[src/rtl/uart_pkg.sv]
// Shared UART definitions: arbiter state encoding, byte type and baud timing.
package uart_pkg;

  typedef logic [7:0] byte_t;

  typedef enum logic [1:0] {
    IDLE = 2'd0,
    SEND = 2'd1,
    WAIT = 2'd2
  } arb_state_t;

  localparam int CLOCKS_PER_BAUD = 16;

endpackage

[src/rtl/uart_tx_arbiter_if.sv]
// Requester bus plus transmitter handshake seen by the UART TX arbiter.
interface uart_tx_arbiter_if #(
  parameter int NREQ = 4,
  parameter int IDW  = $clog2(NREQ)
) ();

  logic [NREQ-1:0]   req;
  logic [8*NREQ-1:0] data;
  logic [NREQ-1:0]   lock;
  logic [NREQ-1:0]   ack;
  logic              tx_wr;
  logic [7:0]        tx_data;
  logic              tx_busy;
  logic [IDW-1:0]    grant_id;
  logic              locked;

  // Producers and transmitter side
  modport master (
    output req, data, lock, tx_busy,
    input  ack, tx_wr, tx_data, grant_id, locked
  );

  // Arbiter side
  modport slave (
    input  req, data, lock, tx_busy,
    output ack, tx_wr, tx_data, grant_id, locked
  );

endinterface

[src/rtl/uart_tx_arbiter_rr_pick.sv]
// Combinational round-robin picker: first request strictly after ptr wins,
// wrapping around so ptr itself has lowest priority.
module rr_pick #(
  parameter int N  = 4,
  parameter int IW = $clog2(N)
) (
  input  logic [N-1:0]  req,
  input  logic [IW-1:0] ptr,
  output logic [N-1:0]  grant,
  output logic [IW-1:0] idx,
  output logic          any
);

  always_comb begin
    int c;
    grant = '0;
    idx   = '0;
    any   = 1'b0;
    c     = 0;
    for (int i = 1; i <= N; i++) begin
      c = int'(ptr) + i;
      if (c >= N) c = c - N;
      if (!any && req[c[IW-1:0]]) begin
        any               = 1'b1;
        grant[c[IW-1:0]]  = 1'b1;
        idx               = c[IW-1:0];
      end
    end
  end

endmodule

[src/rtl/uart_tx_arbiter.sv]
// Round-robin arbiter sharing one UART transmitter among NREQ byte producers,
// with per-requester lock so multi-byte messages are never interleaved.
//
// state | meaning
// IDLE  | no byte in flight; issue when tx idle and someone eligible
// SEND  | tx_wr/ack pulse for the selected byte
// WAIT  | wait for the transmitter to drop busy
module uart_tx_arbiter
  import uart_pkg::*;
#(
  parameter int NREQ = 4,
  parameter int IDW  = $clog2(NREQ)
) (
  input logic i_clk,
  input logic i_reset_n,
  uart_tx_arbiter_if.slave bus
);

  arb_state_t      state;
  logic            tx_wr;
  byte_t           tx_data;
  logic [NREQ-1:0] ack;
  logic [IDW-1:0]  grant_id;
  logic            locked;

  logic [NREQ-1:0] own_mask;
  logic [NREQ-1:0] eligible;
  logic [NREQ-1:0] pick_grant;
  logic [IDW-1:0]  pick_idx;
  logic            pick_any;
  byte_t           pick_byte;
  logic            lock_owner;

  always_comb begin
    own_mask           = '0;
    own_mask[grant_id] = 1'b1;
  end

  // While locked only the owner may issue; other requesters wait indefinitely.
  assign eligible   = locked ? (bus.req & own_mask) : bus.req;
  assign lock_owner = bus.lock[grant_id];

  rr_pick #(.N(NREQ), .IW(IDW)) u_pick (
    .req   (eligible),
    .ptr   (grant_id),
    .grant (pick_grant),
    .idx   (pick_idx),
    .any   (pick_any)
  );

  always_comb begin
    pick_byte = '0;
    for (int k = 0; k < NREQ; k++) begin
      if (pick_grant[k]) pick_byte = bus.data[8*k +: 8];
    end
  end

  always_ff @(posedge i_clk or negedge i_reset_n) begin
    if (!i_reset_n) begin
      state    <= IDLE;
      tx_wr    <= 1'b0;
      tx_data  <= '0;
      ack      <= '0;
      grant_id <= IDW'(NREQ - 1);
      locked   <= 1'b0;
    end else begin
      tx_wr <= 1'b0;
      ack   <= '0;
      if (!lock_owner) locked <= 1'b0;
      unique case (state)
        IDLE: begin
          if (!bus.tx_busy && pick_any) begin
            state    <= SEND;
            tx_wr    <= 1'b1;
            ack      <= pick_grant;
            tx_data  <= pick_byte;
            grant_id <= pick_idx;
            locked   <= bus.lock[pick_idx];
          end
        end
        SEND: state <= WAIT;
        WAIT: begin
          if (!bus.tx_busy) state <= IDLE;
        end
        default: state <= IDLE;
      endcase
    end
  end

  assign bus.tx_wr    = tx_wr;
  assign bus.tx_data  = tx_data;
  assign bus.ack      = ack;
  assign bus.grant_id = grant_id;
  assign bus.locked   = locked;

endmodule
[src/flat_wrapper.sv]
// flat-port wrapper written by rule: the top's interface ports become plain ports
module uart_tx_arbiter_flat import uart_pkg::*;
#(
  parameter int NREQ = 4,
  parameter int IDW  = $clog2(NREQ)
)
  (i_clk, i_reset_n, bus_req, bus_data, bus_lock, bus_tx_busy, bus_ack, bus_tx_wr, bus_tx_data, bus_grant_id, bus_locked);
  uart_tx_arbiter_if #(.NREQ(NREQ), .IDW(IDW)) bus_i ();
  input logic i_clk;
  input logic i_reset_n;
  input wire logic [$bits(bus_i.req)-1:0] bus_req;
  input wire logic [$bits(bus_i.data)-1:0] bus_data;
  input wire logic [$bits(bus_i.lock)-1:0] bus_lock;
  input wire logic [$bits(bus_i.tx_busy)-1:0] bus_tx_busy;
  output wire logic [$bits(bus_i.ack)-1:0] bus_ack;
  output wire logic [$bits(bus_i.tx_wr)-1:0] bus_tx_wr;
  output wire logic [$bits(bus_i.tx_data)-1:0] bus_tx_data;
  output wire logic [$bits(bus_i.grant_id)-1:0] bus_grant_id;
  output wire logic [$bits(bus_i.locked)-1:0] bus_locked;
  assign bus_i.req = bus_req;
  assign bus_i.data = bus_data;
  assign bus_i.lock = bus_lock;
  assign bus_i.tx_busy = bus_tx_busy;
  assign bus_ack = bus_i.ack;
  assign bus_tx_wr = bus_i.tx_wr;
  assign bus_tx_data = bus_i.tx_data;
  assign bus_grant_id = bus_i.grant_id;
  assign bus_locked = bus_i.locked;
  uart_tx_arbiter #(.NREQ(NREQ), .IDW(IDW)) u_core (.i_clk(i_clk), .i_reset_n(i_reset_n), .bus(bus_i));
endmodule
[config.mk]
export PLATFORM = sky130hd
export DESIGN_NAME = uart_tx_arbiter_flat
export DESIGN_NICKNAME = d
export VERILOG_FILES = /design/src/rtl/uart_pkg.sv /design/src/rtl/uart_tx_arbiter_if.sv /design/src/rtl/uart_tx_arbiter_rr_pick.sv /design/src/rtl/uart_tx_arbiter.sv /design/src/flat_wrapper.sv
export SDC_FILE = /design/constraint.sdc
export NUM_CORES = 1
export LEC_CHECK = 0
export ABC_AREA = 1
export ABC_CLOCK_PERIOD_IN_PS = 5210
export CAP_MARGIN = 20
export CORE_UTILIZATION = 47
export CTS_CLUSTER_DIAMETER = 120
export DETAILED_ROUTE_END_ITERATION = 10
export GPL_TIMING_DRIVEN = 0
export HOLD_SLACK_MARGIN = 0.1
export MAX_ROUTING_LAYER = met4
export PLACE_DENSITY = 0.84
export SYNTH_ARGS = -nofsm -noshare
export SYNTH_HDL_FRONTEND = slang
export SYNTH_SLANG_ARGS = --single-unit
[constraint.sdc]
create_clock -name i_clk -period 5.21 [get_ports i_clk]
set_clock_uncertainty 0.05 [all_clocks]
set_input_delay 1.042 -clock i_clk [delete_from_list [all_inputs] [get_ports i_clk]]
set_output_delay 1.042 -clock i_clk [all_outputs]
set_load 0.01 [all_outputs]
Yosys cells after proc, flatten, opt, wreduce, memory -nomap -nowiden
Index checks and enable logic that the tools add are counted.
{ "word_totals": {"output_inout_bits": 16, "register_bits": 18} }
{ "op_classes": {"add_sub_neg": 8, "n_eq_ne": 4, "n_reduce_logical": 16, "order_cmp": 15, "bitwise": 4, "muxes": 53} }
{ "ops": {"columns": ["operator", "n"], "rows": [
  ["$mux W8", 4],
  ["$mux W4", 7],
  ["$mux W1", 20],
  ["$mux W2", 10],
  ["$lt A2 B3 Y1 const B", 6],
  ["$bmux W1 S2", 6],
  ["$or A4 B4 Y4", 3],
  ["$demux W1 S2", 5],
  ["$ge A2 B1 Y1 const B", 5],
  ["$ge A3 B3 Y1 const B", 3],
  ["$logic_and A1 B1 Y1", 9],
  ["$sub A2 B1 Y2 const B", 4],
  ["$add A2 B2 Y3 const B", 2],
  ["$pmux W2 S3", 1],
  ["$add A2 B3 Y4 const B", 1],
  ["$and A4 B4 Y4", 1],
  ["$ge A4 B3 Y1 const B", 1],
  ["$logic_not A1 Y1", 4],
  ["$reduce_and A2 Y1", 2],
  ["$add A2 B1 Y3 const B", 1],
  ["$eq A2 B1 Y1 const B", 1],
  ["$eq A2 B2 Y1 const B", 1],
  ["$logic_not A2 Y1", 1],
  ["$ne A2 B1 Y1 const B", 1],
  ["$ne A2 B2 Y1 const B", 1]
]} }

Logic depth before layout (Yosys ltp)
{ "logic_depth": {"word_depth": 22, "ltp_mapped": 20} }

Hierarchy
Synthesis repeated with hierarchy kept, for this count alone.
{ "unflattened": {"hier_cells": 235, "hier_area_um2": 1581.5} }
{ "by_module_without_submodules": {"columns": ["module", "n_inst", "cells_per_inst", "seq_area_each_um2", "area_each_um2"], "rows": [
  ["uart_tx_arbiter", 1, 161, 452.9, 1123.6],
  ["rr_pick", 1, 74, 0.0, 457.9]
]} }

Worst setup path after synthesis
No wires, ideal clock.
{ "synth_timing": {"path_type": "flip-flop to flip-flop", "start": "register u_core.grant_id[0], in the netlist u_core.bus.grant_id[0]", "end": "register u_core.tx_data[2], in the netlist u_core.bus.tx_data[2]", "required_time_ps": 5044, "arrival_ps": 2265, "slack_ps": 2778, "stages_incl_launch_ff": 16, "setup_time_ps": 116, "n_path_buf": 1, "path_cell_list": "dfstp_2 > buf_6 > inv_4 > ha_1 > inv_1 > nand3_2 > nand2_4 > nand3_4 > inv_2 > nand2_2 > o21ai_4 > inv_4 > nor2_1 > nor2_1 > nand2_1 > nand2_1"} }
{ "synth_via": {"elab_chain_cells": 22, "word_cells_on_any_way": 74} }
{ "synth_lines": {"columns": ["element", "line", "text"], "rows": [
  ["start, declared", "uart_tx_arbiter.sv:23", "logic [IDW-1:0] grant_id;"],
  ["start signal, assigned", "uart_tx_arbiter.sv:64", "grant_id <= IDW'(NREQ - 1);"],
  ["start signal, assigned", "uart_tx_arbiter.sv:77", "grant_id <= pick_idx;"],
  ["parallel branches: the longest is 22 deep, another holds $add A2 B1 Y3", null, null],
  ["end signal, assigned", "uart_tx_arbiter.sv:76", "tx_data <= pick_byte;"],
  ["end, declared", "uart_tx_arbiter.sv:21", "byte_t tx_data;"]
]} }
Parallel ways; which one is timed is not known. The select of a mux whose other input is x is not followed.
A chain may end at the register's enable or synchronous reset.

Final worst setup path
{ "layout_timing": {"start": "register u_core.grant_id[1], in the netlist u_core.bus.grant_id[1]", "end": "register u_core.tx_data[3], in the netlist u_core.bus.tx_data[3]"} }
Same word-level chain as after synthesis.

==> impl_metrics.py <==
metrics = {
    "drt": {
        "top_layer_used": "met4",
        "drc": 0,
        "postRouteWirelength_um": 4140,
        "num_vias": 1749,
        "wl_met2_um": 1980,
        "dr.pass1.iters": 4,
        "drtIter0Drc": 75,
        "wl_met3_um": 118,
        "avgRoutedWirePerCell_um": 11.4,
        "drtAntennaViolNets": 0,
        "vias_per_cell": 4.80,
        "wl_met1_um": 1990,
    },
    "setup_path": {
        "crit_chain": "inv_1 > ha_1 > inv_1 > nand3_2 > nand2_4 > inv_2 > nand2_1 > nand2_1 > nor2_1 > nand2_2 > inv_2 > nand2_1 > nand2_1 > nand2_1 > nand2_1 > nand2_1",
        "cp_slowest_cell": "dfstp_2",
        "cp_max_fo": 12,
        "ff2ff_path_depth": 16,
        "cp.arrival_ns": 2.89,
        "path_depth": 16,
        "critPathKind": "reg2reg",
        "cpPeakStageDelay_ns": 0.67,
        "crit_top_cell": "nand2_1",
        "start_kind": "flop",
        "cp_top_family": "simple AND/OR/NAND/NOR gates",
        "crit_buf_inv": 4,
        "end_kind": "flop",
        "required_ns": 5.36,
    },
    "layout": {
        "diodes": 0,
        "syn2layout_area_growth_pct": 41.4,
        "instances_no_fill": 364,
        "drive_gt1_share_pct": 13.5,
        "fin_area_um2": 2300,
        "seqCellArea_um2": 453,
        "fin_nets": 370,
        "fill_cells": 298,
        "multiInputGateArea_um2": 1020,
    },
    "timing": {
        "max_slew_margin_pct": 43.4,
        "worst_slew_pin_slew_ns": 0.847,
        "min_period_ns": 2.75,
        "fin_ws_ns": 2.46,
        "report.final.slew_viol_count": 0,
        "hold_viol": 0,
        "rsz0062_at_grt": "false",
        "setup-tns-final_ns": 0,
        "clock.fmax_mhz": 364,
        "fin_crit_sh_pct": 52.7,
        "setup_viol": 0,
    },
    "power_and_ir_drop": {
        "clock_power_share_pct": 5.9,
        "pwr-share-comb_pct": 77.7,
        "power_mw": 1.50,
        "leakagePower_nw": 1.18,
        "switching_share_pct": 54.1,
        "power.density_nw_per_um2": 653,
        "p_switching_mw": 0.813,
        "seqPwrFrac_pct": 16.4,
        "internal_power_mw": 0.691,
        "ir_worst_vdd_uv": 388,
    },
    "grt": {
        "overflow": 0,
        "grt_pass1_wl_um": 6140,
        "antenna_found_initial": 0,
        "track_usage_pct": 23.4,
        "grt_max_degree": 19,
        "grt_pass1_vias": 1431,
    },
    "placement": {
        "dp_slack_ns": 2.22,
        "dpl.cell_count": 360,
        "hpwl_um": 3300,
        "placed_cell_area_um2": 2270,
        "numPortBuffers": 58,
        "gp_congestion": 0.859,
    },
    "synthesis": {
        "syn-cell-area_um2": 1630,
        "seq_area_frac_synth_pct": 27.8,
        "synthTopCellsByArea": "dfrtp_1 25%, nand2_1 23%, nand3_1 6.5%, a21oi_1 6.1%, ha_1 6.1%",
        "syn_nets": 307,
        "yosys_register_bits": 18,
        "syn_area_per_cell_um2": 6.36,
        "synthCells": 256,
        "yosysWarnings": 0,
        "synth_top_cell_by_area": "dfrtp_1",
        "synth.distinct_cells": 22,
        "synth_top_area_share_pct": 24.6,
    },
    "clock_network": {
        "cts_root_buffer": "clkbuf_4",
        "htreeDepth": 1,
        "cts_tree": "yes",
        "clockBufferDepth": 2,
        "clkLatencyLatePin_ns": 0.31,
        "clock_sinks": 18,
        "cts_buffers": 3,
        "hold_buffers": 0,
        "clk_pin_slew_ns": 0.11,
        "cts_setup_buffers": 0,
        "cts_resized": 0,
    },
    "floorplan": {
        "io_pins": 59,
        "die_area_um2": 3700,
        "fp.dieW_um": 60.9,
        "fp.coreArea_um2": 3340,
        "rows": 21,
        "initial_core_util_pct": 48.8,
        "die_h_um": 60.9,
    },
    "run": {
        "drv_cap": 0,
    },
    "hold_path": {
        "hold_depth": 1,
        "hp-class": "reg2reg",
    },
    "status": {
        "status": "finished clean",
    },
}
==> cell families after synthesis <==
group,Yosys count,share of synthesized area (%)
AND/OR/NAND/NOR,168,47.6
buffers and inverters,35,9.45
AO/OA/AOI/OAI,27,8.99
flip-flops,18,27.8
adder cells (fa/ha/maj),8,6.15
==> per-layer routing <==
metal / global-route usage, % / up-vias
met3: 4.48 / 7
met1: 30.7 / 782
met4: 4.87 / 0
met2: 37.5 / 35
met5: - / -
li1: - / 925
==> area by class of cell <==
type                       count  share of cell area (%)
sequential                    18                    19.7
timing repair buffer          58                    25.2
inverter                      31                    5.27
buffer                         4                    1.41
clock buffer                   4                    1.58
tap                           46                    2.50
multi-input combinational    203                    44.3
==> cell usage after synthesis <==
| cell type | n |
|---|---|
| nor2_4 | 1 |
| dfrtp_1 | 16 |
| nand2_1 | 99 |
| dfstp_2 | 2 |
| nand3_2 | 7 |
| o21ai_0 | 5 |
| o21ai_1 | 1 |
| inv_2 | 5 |
| nor2_1 | 22 |
| o21ai_4 | 1 |
| nand2_2 | 6 |
| nand3_4 | 1 |
| buf_6 | 2 |
| nand4_1 | 1 |
| inv_1 | 24 |
| a21oi_1 | 20 |
| nand2_4 | 2 |
| nand3_1 | 21 |
| inv_4 | 2 |
| nor2_2 | 8 |
| buf_2 | 2 |
| ha_1 | 8 |
==> registers in the layout, indices dropped and copies added (netlist names) <==
signal,count
u_core.bus.ack,4
u_core.bus.locked,1
u_core.bus.tx_data,8
u_core.state,2
u_core.bus.tx_wr,1
u_core.bus.grant_id,2
==> power by group through the flow <==
stage / clock network (mW) / logic (mW) / registers, mW
after floorplan: 0 / 0.828 / 0.265
after global placement: 0 / 1.14 / 0.246
after detailed placement: 0 / 1.16 / 0.249
after CTS: 0.0916 / 1.16 / 0.247
after global routing: 0.0982 / 1.29 / 0.255
final: 0.0887 / 1.17 / 0.247
==> cell usage in the layout, fill, tap and decap left out, types with 2 or more instances in the layout <==
cell	count
clkdlybuf4s50_1	58
nor2_2	8
o21ai_0	5
buf_6	2
a21oi_1	20
nand3_2	7
inv_1	24
nand2_2	6
dfrtp_1	16
inv_4	2
nand2_4	2
nand3_1	21
clkbuf_4	3
dfstp_2	2
nor2_1	22
inv_2	5
buf_2	2
ha_1	8
nand2_1	99
==> stage by stage <==
step | hold slack, ns | utilization [%]
final | 0.419 | 69.0
after global routing | 0.442 | 69.0
after CTS | 0.421 | 69.0
after detailed placement | 0.407 | 67.9
after global placement | 0.384 | 67.9
after floorplan | 0.374 | -
==> worst paths after layout <==
path | startpoint | endpoint | slack, ns
max in group asynchronous | i_reset_n | u_core.bus.locked$_DFF_PN0_ | 3.42
min in group asynchronous | i_reset_n | u_core.bus.tx_data[4]$_DFFE_PN0P_ | 1.15
setup / recovery | u_core.bus.grant_id[1]$_DFFE_PN1P_ | u_core.bus.tx_data[3]$_DFFE_PN0P_ | 2.46
hold reg to reg | u_core.state[1]$_DFFE_PN0P_ | u_core.state[1]$_DFFE_PN0P_ | 0.42
setup reg to reg | u_core.bus.grant_id[1]$_DFFE_PN1P_ | u_core.bus.tx_data[3]$_DFFE_PN0P_ | 2.46
hold / removal | u_core.state[1]$_DFFE_PN0P_ | u_core.state[1]$_DFFE_PN0P_ | 0.42
No activity file was read; power rests on OpenSTA's default activity.
